===== src/rtl/rt_operand_loader_if.sv =====
// rt_operand_loader_if: load stream, read port and status bundle for rt_operand_loader
//   master : upstream stage / multiplier side (drives load stream and read requests)
//   slave  : rt_operand_loader (drives read data, n0' and status)
interface rt_operand_loader_if #(
   parameter int DATA_WIDTH = 64,
   parameter int ADDR_WIDTH = 4
);
   logic                  i_load_start;
   logic                  i_word_valid;
   logic [DATA_WIDTH-1:0] i_r_word;
   logic [DATA_WIDTH-1:0] i_t_word;
   logic [DATA_WIDTH-1:0] i_n0p_in;
   logic                  i_load_done;
   logic                  i_rd_en;
   logic [ADDR_WIDTH-1:0] i_rd_addr;
   logic [DATA_WIDTH-1:0] o_r_rd_data;
   logic [DATA_WIDTH-1:0] o_t_rd_data;
   logic                  o_rd_valid;
   logic [DATA_WIDTH-1:0] o_n0p_out;
   logic                  o_ready;
   logic                  o_busy;
   logic [ADDR_WIDTH:0]   o_word_count;
   logic                  o_overflow;
   logic                  o_underflow;
   modport master (
      output i_load_start, i_word_valid, i_r_word, i_t_word, i_n0p_in, i_load_done, i_rd_en, i_rd_addr,
      input  o_r_rd_data, o_t_rd_data, o_rd_valid, o_n0p_out, o_ready, o_busy, o_word_count, o_overflow, o_underflow
   );
   modport slave (
      input  i_load_start, i_word_valid, i_r_word, i_t_word, i_n0p_in, i_load_done, i_rd_en, i_rd_addr,
      output o_r_rd_data, o_t_rd_data, o_rd_valid, o_n0p_out, o_ready, o_busy, o_word_count, o_overflow, o_underflow
   );
endinterface


===== src/rtl/rt_operand_loader.sv =====
// rt_operand_loader: captures MSW-first r/t word streams and n0', serves them LSW-addressed to the Montgomery multiplier
//   clk   : clock, all logic on posedge
//   rst_n : synchronous active-low reset
//   bus   : slave side of rt_operand_loader_if (load stream in, registered read port and status out)
module rt_operand_loader #(
   parameter int DATA_WIDTH = 64,
   parameter int ADDR_WIDTH = 4,
   parameter int NUM_WORDS  = 16
) (
   input logic               clk,
   input logic               rst_n,
   rt_operand_loader_if.slave bus
);
   localparam logic [1:0] S_IDLE  = 2'd0;
   localparam logic [1:0] S_LOAD  = 2'd1;
   localparam logic [1:0] S_READY = 2'd2;
   localparam logic [ADDR_WIDTH:0]   LP_FULL = (ADDR_WIDTH+1)'(NUM_WORDS);
   localparam logic [ADDR_WIDTH-1:0] LP_TOP  = ADDR_WIDTH'(NUM_WORDS-1);
   logic [1:0]            r_state;
   logic [ADDR_WIDTH-1:0] r_wr_ptr;
   logic [ADDR_WIDTH:0]   r_count;
   logic                  r_overflow, r_underflow, r_rd_valid;
   logic [DATA_WIDTH-1:0] r_n0p, r_rd_r, r_rd_t;
   logic [DATA_WIDTH-1:0] r_mem_r [NUM_WORDS];
   logic [DATA_WIDTH-1:0] r_mem_t [NUM_WORDS];
   logic                  w_load, w_full, w_wr, w_done, w_rd, w_rd_in;
   logic [ADDR_WIDTH:0]   w_count_nxt;
   // load_start pre-empts every other event in its cycle
   assign w_load      = r_state == S_LOAD && bus.i_word_valid && !bus.i_load_start;
   assign w_full      = r_count == LP_FULL;
   assign w_wr        = w_load && !w_full;
   // a word arriving with load_done is counted before completion is judged
   assign w_count_nxt = r_count + (ADDR_WIDTH+1)'(w_wr);
   assign w_done      = r_state == S_LOAD && bus.i_load_done && !bus.i_load_start;
   assign w_rd        = r_state == S_READY && bus.i_rd_en && !bus.i_load_start;
   assign w_rd_in     = {1'b0, bus.i_rd_addr} < LP_FULL;
   always_ff @(posedge clk) begin
      if (rst_n && w_wr) begin
         r_mem_r[r_wr_ptr] <= bus.i_r_word;
         r_mem_t[r_wr_ptr] <= bus.i_t_word;
      end
   end
   always_ff @(posedge clk) begin
      if (!rst_n) begin
         r_state     <= S_IDLE;
         r_wr_ptr    <= LP_TOP;
         r_count     <= '0;
         r_overflow  <= 1'b0;
         r_underflow <= 1'b0;
         r_rd_valid  <= 1'b0;
         r_n0p       <= '0;
         r_rd_r      <= '0;
         r_rd_t      <= '0;
      end else if (bus.i_load_start) begin
         r_state     <= S_LOAD;
         r_wr_ptr    <= LP_TOP;
         r_count     <= '0;
         r_overflow  <= 1'b0;
         r_underflow <= 1'b0;
         r_rd_valid  <= 1'b0;
      end else begin
         r_rd_valid <= w_rd;
         if (w_rd) begin
            r_rd_r <= w_rd_in ? r_mem_r[bus.i_rd_addr] : '0;
            r_rd_t <= w_rd_in ? r_mem_t[bus.i_rd_addr] : '0;
         end
         if (w_wr) begin
            r_wr_ptr <= r_wr_ptr - 1'b1;
            r_count  <= w_count_nxt;
         end
         if (w_load && w_full) r_overflow <= 1'b1;
         if (w_done) begin
            r_n0p       <= bus.i_n0p_in;
            r_state     <= w_count_nxt == LP_FULL ? S_READY : S_IDLE;
            r_underflow <= w_count_nxt != LP_FULL;
         end
      end
   end
   assign bus.o_r_rd_data  = r_rd_r;
   assign bus.o_t_rd_data  = r_rd_t;
   assign bus.o_rd_valid   = r_rd_valid;
   assign bus.o_n0p_out    = r_n0p;
   assign bus.o_ready      = r_state == S_READY;
   assign bus.o_busy       = r_state == S_LOAD;
   assign bus.o_word_count = r_count;
   assign bus.o_overflow   = r_overflow;
   assign bus.o_underflow  = r_underflow;
endmodule

===== src/flat_wrapper.sv =====
// flat-port wrapper written by rule: the top's interface ports become plain ports
module rt_operand_loader_flat 
#(
   parameter int DATA_WIDTH = 64,
   parameter int ADDR_WIDTH = 4,
   parameter int NUM_WORDS  = 16
)
  (clk, rst_n, bus_i_load_start, bus_i_word_valid, bus_i_r_word, bus_i_t_word, bus_i_n0p_in, bus_i_load_done, bus_i_rd_en, bus_i_rd_addr, bus_o_r_rd_data, bus_o_t_rd_data, bus_o_rd_valid, bus_o_n0p_out, bus_o_ready, bus_o_busy, bus_o_word_count, bus_o_overflow, bus_o_underflow);
  rt_operand_loader_if #(.DATA_WIDTH(DATA_WIDTH), .ADDR_WIDTH(ADDR_WIDTH)) bus_i ();
  input logic clk;
  input logic rst_n;
  input wire logic [$bits(bus_i.i_load_start)-1:0] bus_i_load_start;
  input wire logic [$bits(bus_i.i_word_valid)-1:0] bus_i_word_valid;
  input wire logic [$bits(bus_i.i_r_word)-1:0] bus_i_r_word;
  input wire logic [$bits(bus_i.i_t_word)-1:0] bus_i_t_word;
  input wire logic [$bits(bus_i.i_n0p_in)-1:0] bus_i_n0p_in;
  input wire logic [$bits(bus_i.i_load_done)-1:0] bus_i_load_done;
  input wire logic [$bits(bus_i.i_rd_en)-1:0] bus_i_rd_en;
  input wire logic [$bits(bus_i.i_rd_addr)-1:0] bus_i_rd_addr;
  output wire logic [$bits(bus_i.o_r_rd_data)-1:0] bus_o_r_rd_data;
  output wire logic [$bits(bus_i.o_t_rd_data)-1:0] bus_o_t_rd_data;
  output wire logic [$bits(bus_i.o_rd_valid)-1:0] bus_o_rd_valid;
  output wire logic [$bits(bus_i.o_n0p_out)-1:0] bus_o_n0p_out;
  output wire logic [$bits(bus_i.o_ready)-1:0] bus_o_ready;
  output wire logic [$bits(bus_i.o_busy)-1:0] bus_o_busy;
  output wire logic [$bits(bus_i.o_word_count)-1:0] bus_o_word_count;
  output wire logic [$bits(bus_i.o_overflow)-1:0] bus_o_overflow;
  output wire logic [$bits(bus_i.o_underflow)-1:0] bus_o_underflow;
  assign bus_i.i_load_start = bus_i_load_start;
  assign bus_i.i_word_valid = bus_i_word_valid;
  assign bus_i.i_r_word = bus_i_r_word;
  assign bus_i.i_t_word = bus_i_t_word;
  assign bus_i.i_n0p_in = bus_i_n0p_in;
  assign bus_i.i_load_done = bus_i_load_done;
  assign bus_i.i_rd_en = bus_i_rd_en;
  assign bus_i.i_rd_addr = bus_i_rd_addr;
  assign bus_o_r_rd_data = bus_i.o_r_rd_data;
  assign bus_o_t_rd_data = bus_i.o_t_rd_data;
  assign bus_o_rd_valid = bus_i.o_rd_valid;
  assign bus_o_n0p_out = bus_i.o_n0p_out;
  assign bus_o_ready = bus_i.o_ready;
  assign bus_o_busy = bus_i.o_busy;
  assign bus_o_word_count = bus_i.o_word_count;
  assign bus_o_overflow = bus_i.o_overflow;
  assign bus_o_underflow = bus_i.o_underflow;
  rt_operand_loader #(.DATA_WIDTH(DATA_WIDTH), .ADDR_WIDTH(ADDR_WIDTH), .NUM_WORDS(NUM_WORDS)) u_core (.clk(clk), .rst_n(rst_n), .bus(bus_i));
endmodule

===== config.mk =====
export PLATFORM = sky130hd
export DESIGN_NAME = rt_operand_loader_flat
export DESIGN_NICKNAME = d
export VERILOG_FILES = /design/src/rtl/rt_operand_loader_if.sv /design/src/rtl/rt_operand_loader.sv /design/src/flat_wrapper.sv
export SDC_FILE = /design/constraint.sdc
export NUM_CORES = 2
export LEC_CHECK = 0
export ABC_CLOCK_PERIOD_IN_PS = 19500
export CAP_MARGIN = 0
export CORE_MARGIN = 2
export CORE_UTILIZATION = 55
export DETAILED_ROUTE_END_ITERATION = 8
export GPL_TIMING_DRIVEN = 0
export PLACE_DENSITY = 0.74
export SYNTH_ARGS = -nofsm -noshare
export SYNTH_HDL_FRONTEND = slang
export SYNTH_SLANG_ARGS = --single-unit

===== constraint.sdc =====
create_clock -name clk -period 19.5 [get_ports clk]
set_input_delay 3.9 -clock clk [delete_from_list [all_inputs] [get_ports clk]]
set_output_delay 3.9 -clock clk [all_outputs]
set_load 0.01 [all_outputs]

==> results summary <==
On the final layout, the worst clock skew is 0.0420 ns. The maximum frequency from static timing analysis came out at 123 MHz. Of all flip-flops after synthesis, the portion carrying an async set or reset was 0%.

The type of the tightest min-delay check is reg2reg. The most common cell type on the critical path is buf_4. Data on the critical path is required at its endpoint by 20.04 ns. The most used flip-flop cell after synthesis is edfxtp_1. Counting instances in the post-synthesis netlist gives the leading cell types as edfxtp_1, mux4_2, mux2i_1. Summing all flip-flop and latch instances after layout gives 65600 sq um. The total detailed-routing wirelength is 212000 microns. The final-stage net count came out at 4793. The critical path arrival is 8.69 ns. The slack of the worst reg-to-reg path is 15.89 ns.

The number of nets handed over by synthesis was 3999. The largest net degree at the start of global routing came out at 26. The number of instances in the synthesized netlist came out at 3790. The remaining max-slew budget at the tightest pin is 8.20%. In the routed design, unresolved DRC markers number 0. In this run, distinct cell masters in the synthesized netlist total 40. Along the worst path, the maximum fanout reaches 10. Setup total negative slack on the finished layout was measured at 0 ns. The initial antenna violation count is 31. The worst-case setup margin in the final layout came out at 11.36 ns.

Ranked by total cell area, the synthesized netlist is headed by edfxtp_1, mux4_2, dfxtp_1. The total die area came out at 156000 sq um. The flow ran to the end, and the final reports show no timing, DRC or antenna violations.

The signal on the critical path passes through clkdlybuf4s50_1 > clkbuf_1 > clkbuf_1 > nand2_1 > nor4_2 > buf_4 > buf_4 > buf_4 > buf_4 > buf_4 > buf_6. The number of pins with negative max-slew slack in the final report came out at 0. Across the run, the number of max-cap violations was 0. The total congestion overflow after global routing came out at 0. The dominant combinational cell family by area after synthesis is multiplexers. The fraction of layout cells with a size suffix above 1 is 24.7%. The post-CTS repair timing setup buffer count is 0. The worst setup path is launched from an input port. The post-synthesis adder-cell area fraction came out at 0.104%. The share of the cycle needed by the critical path after routing is 41.8%.

The number of hold buffers added after CTS came out at 0. The clock latency reported for the late side of the worst-skew pair came out at 0.85 ns. The largest individual stage delay along the critical path comes from the cell clkbuf_1.

The post-synthesis share of cell area spent on xor and xnor gates came out at 0.0521%. The number of iterations in the first detailed-routing pass is 5. Summing the areas of all compound-gate instances in the mapped netlist gives 2.42% of the synthesized area. The wire length per cell came out at 31.2 microns. The share of cell area taken by muxes after synthesis came out at 16.5%. The hold violation total from the final report is 0. The largest single stage delay on the critical path is 0.92 ns. Setup repair after global routing left no endpoint under its margin.

The sequential fraction of the synthesis area is 78.1%. The H-tree depth is 4. The clock buffer count from CTS is 215. The wire length of the first global-routing pass is 305000 microns. The area share of the largest cell type after synthesis is 73.2%. In this run the mean area of a mapped cell was 22.2 sq um. In this run the cell area of the synthesized design comes to 84100 sq um. The final setup violation count came out at 0.

Synthesis inferred 2254 register bits. For the pin with the worst max-slew slack, the measured transition is 1.38 ns. The area overhead of the layout relative to synthesis is 19.6%. The total of buffers placed on input and output ports came out at 399. The via count of the first global-routing pass was 43600. Counting every sink on the clock net gives 2254. The layout filler cell count is 9617. The maximum buffer depth of the clock tree came out at 3. The post-synthesis share of cell area spent on and, or, nand and nor gates is 1.46%. The all-layer global routing usage is 27.2%. The worst setup path is of the in2reg kind.

After detailed routing, the number of vias per cell comes to 6.32. After the first detailed-routing iteration, the DRC count stood at 5010. The clock transition at the register clock pins on the worst setup and hold paths after CTS came out at 0.06 ns.

The root buffer cell is clkbuf_16. For this design the top-level I/O count stands at 404. Yosys instantiated no cell more often than edfxtp_1. The number of resized instances in the post-cts repair step is 0. The biggest area contributor in the post-synthesis netlist is edfxtp_1. Power spread over the standard cell area amounts to 98.8 nW/um^2. The number of enable-type register cells in the synthesized netlist is 2048.

The worst setup slack after placement is 10.49 ns. TritonCTS built the clock tree. The count of synthesis-stage warnings from yosys is 0. The shortest clock period the worst path allows after layout is 8.14 ns. The initial core utilization is 55.3%. The combined area of the multi-input logic cells came out at 17400 sq um. In this run the horizontal extent of the chip is 395 microns. The count of standard-cell rows came out at 143. The placeable core region came out at 152000 sq um.

The total via count after detailed routing is 43100. STA classifies the critical path endpoint as a flop. The final weighted congestion in routability-driven placement came out at 0.882.

The detailed placer's ending HPWL is 137000 microns. The detail route stage leaves a number of antenna-violating nets equal to 0. VDD sags by at most 88.8 uV.

The leakage component of the power is 32.6 nW. The die outline height came out at 395 microns.
through the flow:
stage               instances  total power, mW  cell area, sq um  util (%)  hold WS [ns]
global route             6813             10.2            101000      66.2         0.481
finish                   6816             9.94            101000      66.2         0.460
floorplan                3790             5.59             84100         -         0.488
global placement         6219             5.76             90600      59.6         0.450
detailed placement       6397             5.77             93200      61.3         0.457
CTS                      6806             9.99            101000      66.2         0.465
cells by family (layout without fill, tap and decap cells):
family / Yosys count / count (layout)
flops: 2254 / 2254
mux: 748 / 748
compound gates: 274 / 274
simple gates: 272 / 272
buf+inv: 230 / 1216
fa+ha+maj: 7 / 7
xor+xnor: 5 / 5
other cells: 0 / 10
power breakdown:
part           switching (mW)  total, mW  internal, mW  leakage, nW
Clock                    1.78       4.27          2.49         3.59
Sequential            0.00325       5.27          5.27         20.1
Combinational           0.219      0.391         0.172         8.90
worst max-delay path: cells and delay by family:
kind | cells | cell delay, ns
buffers and inverters | 9 | 3.54
and+or+nand+nor | 2 | 1.21
layout make-up:
class / count / share of cell area [%]
flip-flops and latches: 2254 / 65.3
multi-input cells: 1306 / 17.3
repair buffers: 577 / 6.42
clock buffers: 319 / 6.20
well taps: 2030 / 2.53
plain buffers: 224 / 1.14
clock inverters: 90 / 1.11
diodes: 10 / 0.0249
inverters: 6 / 0.0224
placed cells by master (no fill, tap or decap), types with 83 or more instances in the layout:
| master | n |
|---|---|
| edfxtp_1 | 2048 |
| mux2i_1 | 236 |
| dfxtp_1 | 206 |
| clkdlybuf4s50_1 | 399 |
| nand2_1 | 138 |
| nand3_1 | 90 |
| clkbuf_1 | 132 |
| buf_2 | 112 |
| mux4_2 | 512 |
| o221ai_1 | 83 |
| buf_4 | 115 |
| clkbuf_16 | 220 |
state kept, by name, summed over array words and instances (netlist names), 2 cells and up:
signal	flops
u_core.bus.o_r_rd_data	64
u_core.bus.o_word_count	5
u_core.bus.o_n0p_out	64
u_core.r_mem_t	1024
u_core.r_mem_r	1024
u_core.r_wr_ptr	4
u_core.bus.o_t_rd_data	64
u_core.r_state	2
path summary, 6_finish.rpt:
check / depth (start not counted) / to / from
worst min-delay path: 2 / u_core.bus.o_n0p_out[1] / u_core.bus.o_n0p_out[1]
worst max register to register: 10 / u_core.r_mem_t[9][6] / u_core.r_state[1]
worst max-delay path: 11 / u_core.r_mem_r[1][42] / rst_n
worst min register to register: 2 / u_core.bus.o_n0p_out[1] / u_core.bus.o_n0p_out[1]
per-layer routing:
layer | part of all wire, % | track usage (%)
met2 | 48 | 43.3
met3 | 9.6 | 5.64
met1 | 39 | 38.6
met5 | 0.080 | 0
met4 | 2.7 | 8.32
No activity file was read; power rests on OpenSTA's default activity.
